<file path="src/rtl/divider_for_counter.sv">
// Divides CLK into a one-cycle clock-enable pulse every DIVISOR cycles.
// CE_OUT is registered and only ever used as an enable inside the CLK domain.
module divider_for_counter #(
  parameter int unsigned DIVISOR = 40000000,
  parameter int unsigned CNT_W   = 26
) (
  input  logic CLK,
  input  logic RST_N,
  output logic CE_OUT
);

  localparam longint unsigned CNT_RANGE = 64'(1) << CNT_W;

  generate
    if (DIVISOR == 0 || 64'(DIVISOR) > CNT_RANGE) begin : g_bad_divisor
      $error("divider_for_counter: DIVISOR=%0d outside 1..2**CNT_W (CNT_W=%0d)", DIVISOR, CNT_W);
    end
  endgenerate

  localparam logic [CNT_W-1:0] LAST = CNT_W'(DIVISOR - 1);

  // Declaration initialisers give defined outputs even with RST_N tied high.
  logic [CNT_W-1:0] cnt_q = '0;
  logic [CNT_W-1:0] cnt_d;
  logic             ce_q  = 1'b0;
  logic             ce_d;
  logic             wrap;

  // Compare-and-clear keeps the count below DIVISOR for any legal DIVISOR.
  always_comb begin
    wrap  = (cnt_q == LAST);
    cnt_d = wrap ? '0 : cnt_q + CNT_W'(1);
    ce_d  = wrap;
  end

  always_ff @(posedge CLK) begin
    if (!RST_N) begin
      cnt_q <= '0;
      ce_q  <= 1'b0;
    end else begin
      cnt_q <= cnt_d;
      ce_q  <= ce_d;
    end
  end

  assign CE_OUT = ce_q;

endmodule

</file>
<file path="config.mk">
export PLATFORM = sky130hd
export DESIGN_NAME = divider_for_counter
export DESIGN_NICKNAME = d
export VERILOG_FILES = /design/src/rtl/divider_for_counter.sv
export SDC_FILE = /design/constraint.sdc
export NUM_CORES = 1
export LEC_CHECK = 0
export CORE_ASPECT_RATIO = 0.6
export CORE_MARGIN = 2
export CORE_UTILIZATION = 55
export DETAILED_ROUTE_END_ITERATION = 10
export PLACE_DENSITY_LB_ADDON = 0.08
export SYNTH_ARGS = -nofsm -noshare
export SYNTH_HDL_FRONTEND = slang
export SYNTH_SLANG_ARGS = --single-unit
</file>
<file path="constraint.sdc">
create_clock -name CLK -period 3.98 [get_ports CLK]
set_clock_uncertainty 0.05 [all_clocks]
set_input_delay 0.398 -clock CLK [delete_from_list [all_inputs] [get_ports CLK]]
set_output_delay 0.398 -clock CLK [all_outputs]
set_load 0.03 [all_outputs]
</file>
## Word-level counts from Yosys, hierarchy flattened

Cells that the tools add are included.
Widths: inputs -> output; s select.

- Bits of input ports: 2
- Bits in registers: 27
- Logic and storage cells: 6

- Equality and inequality tests: 1
- Reductions and logical operators: 1
- $add $sub $neg: 1
- Bitwise operators: 1

Operators with widths:

| kind | count |
|---|---|
| $add 26x1->26 const B | 1 |
| $eq 26x26->1 const B | 1 |
| $reduce_or 2->1 | 1 |
| $not 1->1 | 1 |

## Logic depth before layout (Yosys ltp)

- Depth after elaboration: 2
- Depth in mapped cells: 6
- Gate-level depth less buffers: 5

## Worst setup path before layout

Ideal clock, no wire load.

- Kind: reg2reg
- From: register cnt_q[19]
- To: register cnt_q[23]
- Path buffers: 1
- Path slack: 1.984 ns
- Cell stages (with the launch flop): 6
- Clock period less this slack: 1.996 ns
- Arrival: 1.821 ns
- Cells stage by stage: dfxtp_1 > or4b_1 > or4_4 > o31ai_4 > buf_6 > a21oi_1

- Cells in the longest elaborated chain, start to end: 2

RTL lines:

| element | line | text |
|---|---|---|
| start: declaration | 23 | `logic [CNT_W-1:0] cnt_q = '0;` |
| start signal: assignment | 41 | `cnt_q <= cnt_d;` |
| branches (longest 2 deep; another with $add 26x1->26) | - |  |

Parallel ways; which one is timed is not known.
A chain may end at the register's enable or synchronous reset.

## Worst setup path after layout

- From: register cnt_q[19]
- To: register cnt_q[3]

- Cells in the longest elaborated chain, start to end: 2

RTL lines:

| element | line | text |
|---|---|---|
| $eq 26x26->1 | 31 | `wrap = (cnt_q == LAST);` |
| $reduce_or 2->1 (no source line) | - |  |

No other way between the ends.

==> results_dict.tcl <==
set metrics [dict create \
    setup-tns-final_ns 0 \
    areaGrowthSynthToFinish_pct 5.588 \
    synth-seq-cells 27 \
    power_density_mw_per_mm2 328.3 \
    clock_sinks 27 \
    first_pass_iters 4 \
    drv_cap 0 \
    antenna_cells 0 \
    holdCritPathClass "reg2reg" \
    ys_dominant_reg_cell "dfxtp_1" \
    grt_pass1_vias 906 \
    synth.avg_cell_area_um2 8.658 \
    yosysUniqueCellTypes 33 \
    utilization_pct 62.45 \
    path_buf_inv 0 \
    fin_crit_sh_pct 57.19 \
    cts_tree "built" \
    cts_setup_buffers 0 \
    viasPerCell 6.317 \
    placedCellCount 176 \
    finalNonFillerCells 180 \
    ant_nets 0 \
    timing_worst_setup_path_type "reg2reg" \
    synth_common_cells "dfxtp_1, nor2_1, a21oi_1" \
    rsz0062_at_grt "no" \
    h-tree-depth 1 \
    cp.required_ns 4.07 \
    hpwlAfterDp_mm 2.002 \
    wl_met1_mm 1.346 \
    drtIter0Drc 72 \
    syn_area_mm2 0.001299 \
    slew_headroom_pct 54.98 \
    drcViolationCount 0 \
    numCtsBuffers 3 \
    die_area_mm2 0.002779 \
    grt_overflow 0 \
    worst_ir_drop_vdd_mv 0.2020 \
    worstMarginPinSlew_ns 0.6753 \
    fin_crit_ns 2.276 \
    ios 3 \
    r2r_start "cnt_q[19]" \
    ys_seq_area_share_pct 41.62 \
    syn_inst 150 \
    hold_start "cnt_q[0]" \
    clock.fmax_mhz 439.4 \
    setup_viol 0 \
    async_flop_share_pct 0 \
    grt_use_total_pct 21.13 \
    slew_viol_final 0 \
    synth_top_cell_by_area "dfxtp_1" \
    wire_per_inst_um 15.16 \
    place_congestion 0.8523 \
    antenna_found_initial 0 \
    cts.clk_slew.worst_paths_ns 0.09 \
    synth.most_common_cell "dfxtp_1" \
    fillers 187 \
    crit_start "cnt_q[19]" \
    synth.area.top_cells "dfxtp_1, xnor2_1, nand4_1" \
    cts.hold.buffers_added 0 \
    final_hold_viol_count 0 \
    synth.net_count 153 \
    synth_warnings 0 \
    post-place-ws_ns 1.734 \
    status "complete, no violations" \
    synth_edf_count 0 \
    p_leak_nw 0.3853 \
    grt_pass1_wl_mm 4.395 \
    layout-drive-gt1-share_pct 6.000 \
    route.met3.wl_um 229 \
    clockBufferDepth 2 \
    crit_family "simple AND/OR/NAND/NOR gates" \
    coreArea_mm2 0.002196 \
    nets 154 \
    portBuffers 2 \
    root_buffer "clkbuf_8" \
    top_layer "met4" \
    num_rows 13 \
    arrival_ns 2.36 \
    drt-total-wl_mm 2.729 \
    cts_resized 0 \
    critPathSlowestCell "o31ai_4" \
    setup_slack_ns 1.704 \
    post-synth-top-area-fraction_pct 41.62 \
    die_w_um 66.74 \
    crit_fanout 16 \
    dr_total_vias 1137 \
    slowest_delay_ns 0.62 \
    die_height_um 41.64 \
    start_kind "flip-flop" \
    grt_max_degree 17 \
    end_kind "flip-flop" \
    initial_core_util_pct 59.15 \
    fin_total_pwr_uw 450.1 \
    clk_latency_ns 0.27 \
    wl_met2_mm 1.134 \
    crit_chain "or4b_1 -> or4_4 -> o31ai_4 -> nor2_1" \
]
## registers in the layout, indices dropped and copies added (netlist names)
name / flops
cnt_q: 26
CE_OUT: 1
## per-stage QoR
step / hold WS (ns) / area, um2
6_report: 0.4490 / 1371
5_1_grt: 0.4799 / 1371
4_1_cts: 0.4462 / 1371
3_5_place_dp: 0.4329 / 1325
3_3_place_gp: 0.4195 / 1325
2_1_floorplan: 0.3869 / 1299
## final timing paths
check | end | depth (start not counted) | slack (ns)
setup / recovery | cnt_q[3] | 4 | 1.70
hold / removal | cnt_q[0] | 1 | 0.45
setup reg to reg | cnt_q[3] | 4 | 1.70
hold reg to reg | cnt_q[0] | 1 | 0.45
## per-layer routing
metal | global-route usage, % | vias up
li1 | - | 559
met1 | 33.73 | 536
met2 | 27.60 | 40
met3 | 6.775 | 2
met4 | 3.673 | 0
met5 | 0 | -
## cells in the final DEF (no fill, tap or decap), drive strengths merged, types with 2 or more instances in the layout
cell type and count:
o211ai 2, a21oi 13, dfxtp 27, and3 2, xor2 3, nor2 16, nor3 3, o21ai 2
nand3 6, o31ai 7, nor4 5, clkbuf 3, inv 7, or4 9, nand4 11, or3 4
xnor2 9, nand2 8, clkdlybuf4s50 2
## logic make-up (layout without fill, tap and decap cells)
group,Yosys count,count (layout),share of synthesized area (%)
xor gates and xnor gates,12,12,8.093
and+or+nand+nor,70,70,31.02
adders and majority gates,1,1,0.9632
AOI/OAI and AO/OA,27,27,13.87
buffers and inverters,13,13,4.431
DFF,27,27,41.62
## power by group
part | switching, mW | internal (mW) | leakage, nW
Clock | 0.0807 | 0.0701 | 0.0255
Sequential | 0.00791 | 0.275 | 0.218
Combinational | 0.00940 | 0.00671 | 0.141
## final cells by class
class / count / area, um2 / share of cell area, %
multi-input cells: 110 / 700.7 / 51.09
flip-flops and latches: 27 / 540.5 / 39.42
clock buffers: 3 / 41.29 / 3.011
well taps: 30 / 37.54 / 2.737
inverters: 7 / 26.28 / 1.916
repair buffers: 2 / 20.02 / 1.460
clock inverters: 1 / 5.005 / 0.3650
Power figures use the tool's default switching activity.
